--- config.mk ---
export PLATFORM = sky130hd
export DESIGN_NAME = uart_frame_parser
export DESIGN_NICKNAME = d
export VERILOG_FILES = /design/src/rtl/uart_frame_parser.sv
export SDC_FILE = /design/constraint.sdc
export NUM_CORES = 1
export LEC_CHECK = 0
export ABC_AREA = 1
export CORE_MARGIN = 2
export CORE_UTILIZATION = 60
export DETAILED_ROUTE_END_ITERATION = 10
export PLACE_DENSITY = 0.8
export SETUP_SLACK_MARGIN = 0.3
export SYNTH_ARGS = -nofsm -noshare
export SYNTH_HDL_FRONTEND = slang
export SYNTH_SLANG_ARGS = --single-unit
--- constraint.sdc ---
create_clock -name clk -period 2.32 [get_ports clk]
set_clock_uncertainty 0.15 [all_clocks]
set_input_delay 0.348 -clock clk [delete_from_list [all_inputs] [get_ports clk]]
set_output_delay 0.348 -clock clk [all_outputs]
set_load 0.01 [all_outputs]
--- src/rtl/uart_frame_parser.sv ---
`default_nettype none
// ============================================================================
// Module      : uart_frame_parser
// Description : Assembles framed commands (HDR0 HDR1 CMD LEN PAYLOAD CHK)
//               from a UART receiver byte stream. It checks the length and the
//               mod-256 checksum, buffers the payload, and emits one-cycle
//               valid/error pulses.
//               Optional inter-byte timeout: define UART_FRAME_TIMEOUT_EN.
// Revision    : 1.0 - initial release
// ============================================================================
module uart_frame_parser #(
  parameter logic [7:0] HDR0        = 8'hAA,
  parameter logic [7:0] HDR1        = 8'h55,
  parameter int         MAX_LEN     = 16,
  parameter int         TIMEOUT_CYC = 500000,
  localparam int        AW          = $clog2(MAX_LEN),
  localparam int        LW          = $clog2(MAX_LEN + 1)
) (
  input  logic          clk,
  input  logic          rst_n,
  input  logic [7:0]    rx_data,
  input  logic          rx_ready,
  input  logic [AW-1:0] rd_addr,
  output logic [7:0]    rd_data,
  output logic          frm_valid,
  output logic [7:0]    frm_cmd,
  output logic [LW-1:0] frm_len,
  output logic          frm_err,
  output logic [1:0]    err_code
);

  localparam logic [7:0]    c_MAX_LEN8 = 8'(MAX_LEN);
  localparam logic [LW-1:0] c_ONE_LW   = LW'(1);

  typedef enum logic [2:0] {
    S_IDLE = 3'd0,
    S_HDR  = 3'd1,
    S_CMD  = 3'd2,
    S_LEN  = 3'd3,
    S_DATA = 3'd4,
    S_CHK  = 3'd5
  } state_t;

  state_t        r_state, w_state_nxt;
  logic [7:0]    r_sum, w_sum_nxt;
  logic [LW-1:0] r_idx, w_idx_nxt;
  logic [7:0]    r_cmd, w_cmd_nxt;
  logic [LW-1:0] r_len, w_len_nxt;
  logic          w_valid_nxt;
  logic          w_err_nxt;
  logic [1:0]    w_code_nxt;
  logic          w_buf_we;
  logic [LW-1:0] w_len_m1;
  logic [7:0]    r_mem [2**AW];

  assign w_len_m1 = r_len - c_ONE_LW;

`ifdef UART_FRAME_TIMEOUT_EN
  localparam int          CW          = (TIMEOUT_CYC > 1) ? $clog2(TIMEOUT_CYC) : 1;
  localparam logic [CW-1:0] c_TMO_LAST = CW'(TIMEOUT_CYC - 1);

  logic [CW-1:0] r_tmo_cnt;
  logic          w_tmo_hit;

  // Timeout only fires on a byte-free cycle; a strobe always wins.
  assign w_tmo_hit = (r_state != S_IDLE) && !rx_ready && (r_tmo_cnt == c_TMO_LAST);

  // Inter-byte counter: cleared by every strobe and whenever idle.
  always_ff @(posedge clk) begin
    if (!rst_n || rx_ready || (r_state == S_IDLE) || w_tmo_hit) begin
      r_tmo_cnt <= '0;
    end else begin
      r_tmo_cnt <= r_tmo_cnt + CW'(1);
    end
  end
`else
  logic w_timeout_unused;
  assign w_timeout_unused = (TIMEOUT_CYC == 0);
`endif

  // Next-state, datapath updates and pulse generation; advances only on strobes.
  always_comb begin
    w_state_nxt = r_state;
    w_sum_nxt   = r_sum;
    w_idx_nxt   = r_idx;
    w_cmd_nxt   = r_cmd;
    w_len_nxt   = r_len;
    w_valid_nxt = 1'b0;
    w_err_nxt   = 1'b0;
    w_code_nxt  = err_code;
    w_buf_we    = 1'b0;
    if (rx_ready) begin
      case (r_state)
        S_IDLE: begin
          if (rx_data == HDR0) w_state_nxt = S_HDR;
        end
        S_HDR: begin
          if (rx_data == HDR1)      w_state_nxt = S_CMD;
          else if (rx_data == HDR0) w_state_nxt = S_HDR;
          else                      w_state_nxt = S_IDLE;
        end
        S_CMD: begin
          w_cmd_nxt   = rx_data;
          w_sum_nxt   = rx_data;
          w_state_nxt = S_LEN;
        end
        S_LEN: begin
          w_sum_nxt = r_sum + rx_data;
          if (rx_data > c_MAX_LEN8) begin
            w_err_nxt   = 1'b1;
            w_code_nxt  = 2'd1;
            w_state_nxt = S_IDLE;
          end else begin
            w_len_nxt   = rx_data[LW-1:0];
            w_idx_nxt   = '0;
            w_state_nxt = (rx_data == 8'd0) ? S_CHK : S_DATA;
          end
        end
        S_DATA: begin
          w_buf_we  = 1'b1;
          w_sum_nxt = r_sum + rx_data;
          w_idx_nxt = r_idx + c_ONE_LW;
          if (r_idx == w_len_m1) w_state_nxt = S_CHK;
        end
        S_CHK: begin
          if (rx_data == r_sum) begin
            w_valid_nxt = 1'b1;
          end else begin
            w_err_nxt  = 1'b1;
            w_code_nxt = 2'd2;
          end
          w_state_nxt = S_IDLE;
        end
        default: w_state_nxt = S_IDLE;
      endcase
    end
`ifdef UART_FRAME_TIMEOUT_EN
    else if (w_tmo_hit) begin
      w_err_nxt   = 1'b1;
      w_code_nxt  = 2'd3;
      w_state_nxt = S_IDLE;
    end
`endif
  end

  // State, frame context, result outputs and registered buffer read port.
  always_ff @(posedge clk) begin
    if (!rst_n) begin
      r_state   <= S_IDLE;
      r_sum     <= '0;
      r_idx     <= '0;
      r_cmd     <= '0;
      r_len     <= '0;
      frm_valid <= 1'b0;
      frm_err   <= 1'b0;
      err_code  <= '0;
      frm_cmd   <= '0;
      frm_len   <= '0;
      rd_data   <= '0;
    end else begin
      r_state   <= w_state_nxt;
      r_sum     <= w_sum_nxt;
      r_idx     <= w_idx_nxt;
      r_cmd     <= w_cmd_nxt;
      r_len     <= w_len_nxt;
      frm_valid <= w_valid_nxt;
      frm_err   <= w_err_nxt;
      err_code  <= w_code_nxt;
      rd_data   <= r_mem[rd_addr];
      if (w_valid_nxt) begin
        frm_cmd <= r_cmd;
        frm_len <= r_len;
      end
    end
  end

  // Payload buffer: contents deliberately survive reset.
  always_ff @(posedge clk) begin
    if (rst_n && w_buf_we) r_mem[r_idx[AW-1:0]] <= rx_data;
  end

endmodule
`default_nettype wire

Word level (Yosys, flattened, before mapping)
Memories as Yosys holds them, arrays and structs flattened. A register that Yosys moved wholly into a read port is not among the register bits.
Cells that the tools add are included.
{ "op_classes": {"add_sub_neg": 3, "multipliers": 0, "n_div": 0, "order_cmp": 1, "eq_ne": 14, "n_shift": 0, "n_mux": 23, "bitwise_logic": 1, "n_reduce_logical": 15} }
{ "op_table": {"columns": ["operator", "n"], "rows": [
  ["$pmux 8 s2", 1],
  ["$pmux 3 s5", 1],
  ["$mux 1", 11],
  ["$ne 2x2->1 const B", 5],
  ["$pmux 5 s2", 1],
  ["$mux 3", 3],
  ["$reduce_and 3->1", 3],
  ["$add 8x8->8", 1],
  ["$eq 8x7->1 const B", 1],
  ["$eq 8x8->1", 1],
  ["$eq 8x8->1 const B", 1],
  ["$gt 8x5->1 const B", 1],
  ["$logic_not 8->1", 1],
  ["$eq 3x2->1 const B", 2],
  ["$eq 3x3->1 const B", 2],
  ["$mux 2", 3],
  ["$reduce_and 2->1", 3],
  ["$reduce_bool 2->1", 3],
  ["$add 5x1->5 const B", 1],
  ["$eq 5x5->1", 1],
  ["$mux 5", 1],
  ["$sub 5x1->5 const B", 1],
  ["$pmux 2 s2", 1],
  ["$reduce_and 4->1", 1],
  ["other kinds (7)", 7]
]} }
{ "word_totals": {"regBits": 46, "latchBits": 0, "ram_bits": 128, "romBits": 0, "input_bits": 15, "out_inout_bits": 25, "mem_count": 1} }
{ "memory_table": {"columns": ["memory", "words", "word_bits", "read_ports", "rd_clocked_by_memory_dff", "wr", "line_no", "text"], "rows": [
  ["r_mem", 16, 8, 1, 1, 1, "54", "logic [7:0] r_mem [2**AW];"]
]} }

Longest topological paths before layout
Gate-level depths: netlist (run 1).
{ "depth": {"depth_word": 6, "depth_mapped": 13, "depth_no_buf": 13} }

Worst setup path before layout (run 1)
No wires, ideal clock.
{ "synth_path": {"path_kind": "input to register", "start": "input rx_ready", "end": "memory r_mem[0][0], enable pin", "setup_ps": 370, "arrival_ps": 1319, "t_required_ps": 1800, "slack_ps": 481, "path_stages": 5, "path_buffers": 1, "path_cell_list": "buf_2 -> nand2_1 -> nor2_1 -> nand2_1 -> nor2_1"} }
{ "synth_between": {"elab_chain_len": 4} }
{ "synth_rtl": {"columns": ["item", "line_no", "text"], "rows": [
  ["from (decl)", "22", "input logic rx_ready,"],
  ["$mux 1", "92", "if (rx_ready) begin"],
  ["$logic_and 1x1->1", "179", "if (rst_n && w_buf_we) r_mem[r_idx[AW-1:0]] <= rx_data;"],
  ["$mux 1", "179", null],
  ["$mux 1 (implied by the code)", "179", null],
  ["to (decl)", "54", null]
]} }
Every way passes these cells.

Worst setup path after layout (run 1)
{ "layout_path": {"start": "register r_sum[3]", "end": "register frm_len[4]"} }
{ "layout_between": {"elab_chain_len": 4} }
{ "layout_rtl": {"columns": ["item", "line_no", "text"], "rows": [
  ["from (decl)", "45", "logic [7:0] r_sum, w_sum_nxt;"],
  ["from (signal assigned)", "162", "r_sum <= w_sum_nxt;"],
  ["$eq 8x8->1", "126", "if (rx_data == r_sum) begin"],
  ["$mux 1", "126", null],
  ["$mux 1", "93", "case (r_state)"],
  ["$mux 1", "92", null],
  ["to (signal assigned)", "172", "frm_len <= r_len;"],
  ["to (decl)", "27", "output logic [LW-1:0] frm_len,"]
]} }
Every way passes these cells.
A chain may end at the register's enable or synchronous reset.

==> results of run 1 <==
## metal layers
layer	share of wire	track usage
met2	0.49	0.459
met5	0	0
met4	0.029	0.121
met1	0.42	0.367
met3	0.067	0.0597
## area by class of cell
cell class,count,area [um^2]
multi-input combinational,467,2520
clock inverter,13,215
tap,172,215
clock buffer,19,453
fill,818,3100
sequential,182,4930
timing repair buffer,102,935
inverter,53,199
## repair_timing
action	in CTS	in global routing
gates cloned	1	0
pin swaps	6	7
resized for setup	11	27
setup buffers	3	0
endpoints found under the setup margin	14	147
## worst reg2reg max path, delay by kind of cell (launching register included)
family / cells / cell delay, ns
fa+ha+maj: 1 / 0.25
simple gates: 5 / 0.68
flops: 1 / 0.34
compound gates: 2 / 0.21
buf+inv: 2 / 0.25
## report_power, final
part,switching [W],internal (W),total [W],leakage (nW)
clock,0.00124,0.00199,0.00322,0.325
sequential,0.0000208,0.00350,0.00352,1.59
combinational,0.000324,0.000202,0.000525,1.60
total,0.00158,0.00569,0.00727,3.52
## Yosys cell counts (6+ instances only)
master,instances
edfxtp_1,128
o21ai_1,7
dfxtp_1,54
nand2_1,81
a21oi_1,49
inv_2,6
buf_2,11
nand4_1,6
o211ai_1,7
nor2_1,116
nand3_1,34
ha_1,12
o22ai_1,7
o221ai_1,25
clkbuf_1,18
inv_1,47
o21ai_0,96
## per-stage QoR
| stage | cell area [um^2] | hold WS [ns] | util | worst slack, ns |
|---|---|---|---|---|
| final | 9470 | 0.301 | 0.754 | 0.396 |
| after CTS | 9360 | 0.307 | 0.745 | 0.301 |
| after global routing | 9470 | 0.303 | 0.754 | 0.292 |
| after detailed placement | 8600 | 0.297 | 0.684 | -0.231 |
| after global placement | 8600 | 0.295 | 0.684 | -0.171 |
| after floorplan | 7680 | 0.297 | - | 0.481 |
## cells by family after synthesis
| kind of cell | count (synthesis) | share of synthesized area |
|---|---|---|
| flip-flops | 182 | 0.641 |
| XOR/XNOR | 3 | 0.00342 |
| AND/OR/NAND/NOR | 250 | 0.135 |
| adder cells (fa/ha/maj) | 13 | 0.0222 |
| AO/OA/AOI/OAI | 201 | 0.151 |
| buffers and inverters | 87 | 0.0464 |
## flip-flops by register name (all words and copies together), names as in the netlist
name	count
r_mem	128
frm_cmd	8
r_state	3
r_idx	5
frm_len	5
err_code	2
r_cmd	8
frm_err	1
frm_valid	1
rd_data	8
r_len	5
r_sum	8
## worst paths after layout
path	from	to	slack (ns)
worst min register to register	err_code[0]	err_code[0]	0.30
worst min-delay path	err_code[0]	err_code[0]	0.30
worst max-delay path	r_sum[3]	frm_len[4]	0.40
worst max register to register	r_sum[3]	frm_len[4]	0.40
==> results.txt, run 1 <==
Status: completed
Async SR Flop Fraction: 0
Synth Net Count: 764
Initial Utilization: 0.611
Power after layout: 0.00727 W
Core area: 12600 um^2
Lkg Pwr: 3.52 nW
Worst skew pair latency: 0.43 ns
Max H-tree Level: 4
Crit path DAT: 2.13 ns
CTS tree: done
Ys Warns: 0
Root Driver: clkbuf_16
Die ar.: 13700 um^2
Stages on the worst setup path: 10
# diodes: 0
Synth area leader: edfxtp_1
Nets: 851
Post-synthesis register bit count: 182
Final cell count without fillers: 1008
Chip Width: 117 um
GRT Total Usage: 0.281
Crit path time final: 1.92 ns
Most frequent cells in the layout: edfxtp_1, nor2_1, o21ai_0
Post-synth top flop: edfxtp_1
Synth-to-layout area growth: 23.4%
Num Clock Sinks: 182
Hold Crit Class: flip-flop to flip-flop
Worst Hold Depth: 2
First-pass GRT wire length: 28.6 mm
Final Cycle Share: 0.830
Top-area cell type share of the netlist area: 0.501
Critical path required time: 2.53 ns
Clk slew on worst S/H paths: 0.07 ns
Post-Syn Area: 7680 um^2
Mean Syn Cell Area: 10.4 um^2
Max FO, Critical Path: 8
DP Wirelength: 11.5 mm
Crit end category: flip-flop
Via count: 5906
Initial antenna violation count: 0
Max IR drop VDD: 0.375 mV
Pre-antenna DRT Iters: 5
Routability cong.: 0.870
Crit-path cells: ha_4 > nor2_4 > nand2_2 > nor3_4 > nand2_2 > nor2_4 > buf_12 > buf_12 > o21ai_0 > a21oi_1
Vias in the first global route: 5644
# hold bufs at CTS: 0
Worst-Margin Slew: 0.418 ns
Cell Pwr Density: 767 nW/um^2
Largest net degree at the start of global routing: 44
Clock Path Buffers: 2
Post-synth EDFFs: 128
Sequential-to-total area share from yosys stat: 0.641
Synth area leaders: edfxtp_1, dfxtp_1, o21ai_0, nor2_1, nand2_1
Io pins: 40
Max-Cap Viols: 0
Synth unique cells: 36
Critical path class: flip-flop to flip-flop
Rows: 41
RSZ-0062 raised after global routing: false
Mapped Cells: 736
Max-slew violation count: 0
Largest stage delay on the critical path: 0.34 ns
Final TNS setup: 0 ns
Final Hold Viols: 0
Share of layout cells above drive strength 1: 0.164
Worst setup SP type: flip-flop
Worst path top cell family by delay: simple AND/OR/NAND/NOR gates
Fmax: 520 MHz
DRC errors left: 0
Initial drt markers: 757
Dpl cells: 972
Slew margin rel.: 0.722
Drt wl/cell: 18.2 um
Gr ovfl total: 0
Die Ht: 117 um
CP max stage cell: dfxtp_2
WP buf/inv: 2
Setup-failing EPs final: 0
Clock buffers created by TritonCTS: 17
DRT Wirelength: 18.3 mm
Port bufs: 39
Vias per cell: 5.86
Detail Route Antenna Nets: 0
Reg2Reg Depth: 10
Commonest non-fill, non-tap cell in the layout: edfxtp_1
(Power assumes the default switching activity.)
==> run 2, diff against run 1 <==
clock period = 1.83 ns   (was 2.32 ns; I/O delays follow)
==> run 2 against run 1 <==
Compared with the run above: the run now ends with setup timing left; via count rose by 9.5%; sequential cell count unchanged; cell area grew 8.8%; critical endpoint is now frm_len[1].
==> results.txt, run 2 (synthesis results as in run 1) <==
Largest stage delay on the critical path: 0.34 ns (about the same)
Worst path most repeated cell: nor2_4
Vias in the first global route: 6204 (+9.9%)
DRC errors left: 0 (unchanged)
Slew margin rel.: 0.712 (-0.00980)
Vias per cell: 6.15 (+5.0%)
Via count: 6466 (+9.5%)
DP Wirelength: 13.6 mm (+18%)
Critical path class: flip-flop to flip-flop
Max reg flops: 128 (unchanged)
First-pass GRT wire length: 32.8 mm (+15%)
Max H-tree Level: 4 (unchanged)
Gr ovfl total: 0 (unchanged)
Die Ht: 117 um (unchanged)
Fmax: 541 MHz (+4.2%)
Max FO, Critical Path: 18 (+10)
Final Hold Viols: 0 (unchanged)
CTS tree: done
Drt wl/cell: 20.9 um (+15%)
Pre-antenna DRT Iters: 5 (unchanged)
Max-Cap Viols: 0 (unchanged)
Finished Cell Area: 10300 um^2 (+8.8%)
Routability cong.: 0.981 (+13%)
Post-Place Cell Area: 9080 um^2 (+5.6%)
Chip Width: 117 um (unchanged)
Io pins: 40 (unchanged)
Share of layout cells above drive strength 1: 0.287 (+0.123)
Clk slew on worst S/H paths: 0.07 ns (about the same)
Nets: 894 (+5.1%)
# diodes: 0 (unchanged)
Initial drt markers: 862 (+14%)
Setup-failing EPs final: 5 (+5)
Footprint of the multi-input gates: 2920 um^2 (+16%)
Crit path time final: 1.85 ns (-0.0769 ns)
Most frequent cells in the layout: edfxtp_1, nor2_1, o21ai_0
Setup WS post-layout: -0.0176 ns (-0.413 ns)
Power after layout: 0.00909 W (+25%)
Synth-to-layout area growth: 34.2%
Die ar.: 13700 um^2 (unchanged)
Max-slew violation count: 0 (unchanged)
Max IR drop VDD: 0.756 mV (+100%)
Commonest non-fill, non-tap cell in the layout: edfxtp_1
Status: finished with violations
Hold Crit Class: input pin to flip-flop
Crit-path cells: ha_4 > nor2_4 > nand3_2 > nor3_4 > nand2_2 > nor2_4 > buf_12 > o21ai_0 > a21oi_2
Critical path required time: 2.05 ns (-0.48 ns)
Fillers: 690 (-16%)
Initial Utilization: 0.611 (unchanged)
Initial antenna violation count: 0 (unchanged)
Detail Route Antenna Nets: 0 (unchanged)
Port bufs: 39 (unchanged)
Final Cycle Share: 1.01 (+0.180)
Num Clock Sinks: 182 (unchanged)
Clock buffers created by TritonCTS: 17 (unchanged)
Root Driver: clkbuf_16
Worst setup SP type: flip-flop
Clock Path Buffers: 2 (unchanged)
RSZ-0062 raised after global routing: true
Crit path DAT: 2.07 ns (-0.06 ns)
CP max stage cell: dfxtp_2
Worst skew pair latency: 0.44 ns (about the same)
DRT Wirelength: 21.9 mm (+20%)
Rows: 41 (unchanged)
Cell Pwr Density: 882 nW/um^2 (+15%)
Failing checks: setup timing
Post-place setup slack: -0.673 ns (-0.442 ns)
Register Area: 4950 um^2 (+0.30%)
Final TNS setup: -0.0503 ns (-0.0503 ns)
Largest net degree at the start of global routing: 55 (+25%)
GRT Total Usage: 0.327 (+0.0461)
Worst-Margin Slew: 0.431 ns (+0.0137 ns)
Crit end category: flip-flop
Lkg Pwr: 3.88 nW (+10%)
Core area: 12600 um^2 (unchanged)
[run 2: cell count changes in the layout (fill, tap and decap cells not counted), sizes merged]
cell           change
buf               +44
bufinv             -3
clkbuf             +3
clkdlybuf4s50     -27
clkinv             -3
clkinvlp           +3
dlygate4sd2       +25
dlymetal6s2s       -2
inv                +3
[run 2: layout make-up]
class,count,share of cell area
Clock buffer,19,0.0451
Clock inverter,13,0.0149
Inverter,53,0.0205
Multi-Input combinational cell,467,0.283
Sequential cell,182,0.480
Tap cell,172,0.0209
Timing Repair Buffer,145,0.135
[run 2: path summary, 6_finish.rpt]
check / start / end / slack [ns] / cells after the start
max: r_sum[1] / frm_len[1] / -0.02 / 9
min: rx_data[3] / r_mem[11][3] / 0.19 / 2
max reg2reg: r_sum[1] / frm_len[1] / -0.02 / 9
min reg2reg: err_code[0] / err_code[0] / 0.30 / 2
[run 2: metrics by stage]
stage / hold WS [ns] / utilization / cells
after detailed placement: 0.301 / 0.723 / 987
final: 0.190 / 0.820 / 1051
after floorplan: 0.223 / - / 736
after global routing: 0.199 / 0.820 / 1051
after CTS: 0.268 / 0.800 / 1038
after global placement: 0.284 / 0.723 / 987
[run 2: worst max-delay path: cells and delay by family (launching register included)]
| family | cells | cell delay, ns |
|---|---|---|
| compound gates | 2 | 0.22 |
| flops | 1 | 0.34 |
| buf+inv | 1 | 0.16 |
| simple gates | 5 | 0.67 |
| fa+ha+maj | 1 | 0.25 |
[run 2: report_power, final]
part	switching (W)	leakage, nW	total [W]	internal, W
combinational	0.000486	1.99	0.000801	0.000315
clock	0.00166	0.291	0.00383	0.00217
sequential	0.0000240	1.59	0.00446	0.00443
[run 2: what timing repair did]
| item | in CTS | in global routing |
|---|---|---|
| setup endpoints to repair | 201 | 175 |
| hold buffers | 0 | 0 |
| setup buffers | 19 | 13 |
| resized for setup | 84 | 55 |
| pin swaps | 29 | 21 |
[run 2: layer usage]
layer / wire length, um / vias to the layer above / track usage
met5: 0 / - / 0
met4: 971 / 0 / 0.182
met3: 1810 / 97 / 0.0536
met2: 11100 / 400 / 0.551
met1: 8090 / 3093 / 0.404
li1: - / 2876 / -
==> run 3, diff against run 2 <==
CTS_CLUSTER_DIAMETER = 60   (was not set)
TNS_END_PERCENT = 5   (was not set)
==> run 3 against run 2 <==
Compared with the run above: hold slack better by 0.0063 ns; die area unchanged; sequential share of layout area up 1.4 points; maximum frequency down 11%; global-route usage down 0.77 points; the flow still finishes with violations (setup timing); cell area down 3.0%; critical path depth down 1; sequential power about the same.
==> results.txt, run 3 (synthesis results as in run 1) <==
Status: finished with violations
Failing checks: setup timing
Clk slew on worst S/H paths: 0.06 ns (about the same)
Initial Utilization: 0.611 (unchanged)
# diodes: 0 (unchanged)
GRT Total Usage: 0.319 (-0.00766)
Critical path class: flip-flop to flip-flop
Final Cycle Share: 1.14 (+0.126)
Critical path required time: 2.03 ns (-0.02 ns)
Crit path time final: 2.08 ns (+0.231 ns)
Max H-tree Level: 4 (unchanged)
Die Ht: 117 um (unchanged)
Crit end category: flip-flop
Lkg Pwr: 4.04 nW (+4.1%)
Io pins: 40 (unchanged)
Port bufs: 39 (unchanged)
DRC errors left: 0 (unchanged)
Max IR drop VDD: 0.498 mV (-34%)
Reg2Reg Depth: 8 (-1)
Worst skew pair latency: 0.43 ns (about the same)
Clock buffers created by TritonCTS: 17 (unchanged)
Worst-Margin Slew: 0.441 ns (+0.00928 ns)
Final cell count without fillers: 1027 (-2.3%)
Post-Place Cell Area: 8980 um^2 (-1.1%)
Hold slack: 0.197 ns (+0.00633 ns)
Vias per cell: 6.22 (+1.2%)
Core area: 12600 um^2 (unchanged)
Slew margin rel.: 0.703 (-0.00860)
Nets: 870 (-2.7%)
Worst Hold Depth: 4 (+2)
Max-Cap Viols: 0 (unchanged)
CTS tree: done
Synth-to-layout area growth: 30.2%
Fmax: 481 MHz (-11%)
Cell Pwr Density: 890 nW/um^2 (+0.93%)
Num Clock Sinks: 182 (unchanged)
Rows: 41 (unchanged)
Initial drt markers: 1007 (+17%)
Final Hold Viols: 0 (unchanged)
Max FO, Critical Path: 6 (-12)
Max-slew violation count: 0 (unchanged)
Setup WS post-layout: -0.249 ns (-0.231 ns)
Vias in the first global route: 6190 (-0.23%)
Root Driver: clkbuf_16
Worst setup SP type: flip-flop
Detail Route Antenna Nets: 0 (unchanged)
Initial antenna violation count: 0 (unchanged)
Gr ovfl total: 0 (unchanged)
Dpl cells: 986 (-0.10%)
Clock Path Buffers: 2 (unchanged)
Hold Crit Class: input pin to flip-flop
Finished Cell Area: 9990 um^2 (-3.0%)
Via count: 6392 (-1.1%)
RSZ-0062 raised after global routing: true
Chip Width: 117 um (unchanged)
Max reg flops: 128 (unchanged)
Largest net degree at the start of global routing: 38 (-31%)
Util after Layout: 0.795 (-0.0247)
DP Wirelength: 13.4 mm (-1.2%)
Die ar.: 13700 um^2 (unchanged)
DRT Wirelength: 21.4 mm (-2.4%)
Most frequent cells in the layout: edfxtp_1, nor2_1, o21ai_0
Drt wl/cell: 20.9 um (-0.14%)
Routability cong.: 0.964 (-1.7%)
Setup-failing EPs final: 15 (+10)
Commonest non-fill, non-tap cell in the layout: edfxtp_1
# hold bufs at CTS: 0 (unchanged)
Crit path DAT: 2.28 ns (+0.21 ns)
First-pass GRT wire length: 32.3 mm (-1.6%)
Share of layout cells above drive strength 1: 0.251 (-0.0352)
Pre-antenna DRT Iters: 7 (+2)
## run 3: changes by cell type in the layout (fill, tap and decap cells not counted), sizes merged
cell           previous run  this run
buf                     108        83
dlymetal6s2s              0        26
dlygate4sd2              30         3
clkinvlp                  4         3
clkinv                    0         6
clkdlybuf4s15             0         3
clkdlybuf4s50             4         5
bufinv                    2         3
inv                      60        55
clkbuf                   22        19
## run 3: layout make-up
class / count / area (um^2)
repair buffers: 121 / 1210
flip-flops and latches: 182 / 4940
fillers: 673 / 2570
multi-input cells: 467 / 2840
clock inverters: 14 / 155
inverters: 53 / 205
well taps: 172 / 215
clock buffers: 18 / 429
## run 3: through the flow
stage / power (W) / TNS [ns] / worst slack [ns]
2_1_floorplan: 0.00489 / 0 / 0.127
3_3_place_gp: 0.00520 / -51.50 / -0.581
3_5_place_dp: 0.00523 / -57.64 / -0.656
4_1_cts: 0.00885 / 0 / 0.0287
5_1_grt: 0.00912 / -2.72 / -0.291
6_report: 0.00890 / -0.884 / -0.249
## run 3: what timing repair did
item,CTS,global route
buffers inserted,8,0
pin swaps,15,26
gates cloned,1,0
setup endpoints to repair,199,207
gates resized for setup,36,80
## run 3: routing by layer
metal | GRT usage | vias to the layer above | part of all wire
li1 | - | 2832 | -
met1 | 0.403 | 3045 | 0.38
met2 | 0.519 | 420 | 0.48
met3 | 0.0767 | 95 | 0.093
met4 | 0.160 | 0 | 0.047
met5 | 0 | - | 0
## run 3: final timing paths
check,startpoint,to,slack [ns]
max,r_sum[2],r_sum[5],-0.25
min reg2reg,err_code[0],err_code[0],0.31
max reg2reg,r_sum[2],r_sum[5],-0.25
min,rx_data[0],r_sum[0],0.20
## run 3: critical path, cell delays in order (launching register included)
cell	delay, ns
dfxtp_2	0.36
ha_4	0.21
buf_4	0.16
a21oi_1	0.17
nand2_2	0.13
a21oi_4	0.19
xor2_1	0.31
nand2_1	0.15
a21oi_1	0.17
## run 3: where the power goes
group	internal, W	switching [W]	total (W)
registers	0.00444	0.0000272	0.00447
logic	0.000297	0.000482	0.000779
clock network	0.00213	0.00152	0.00365
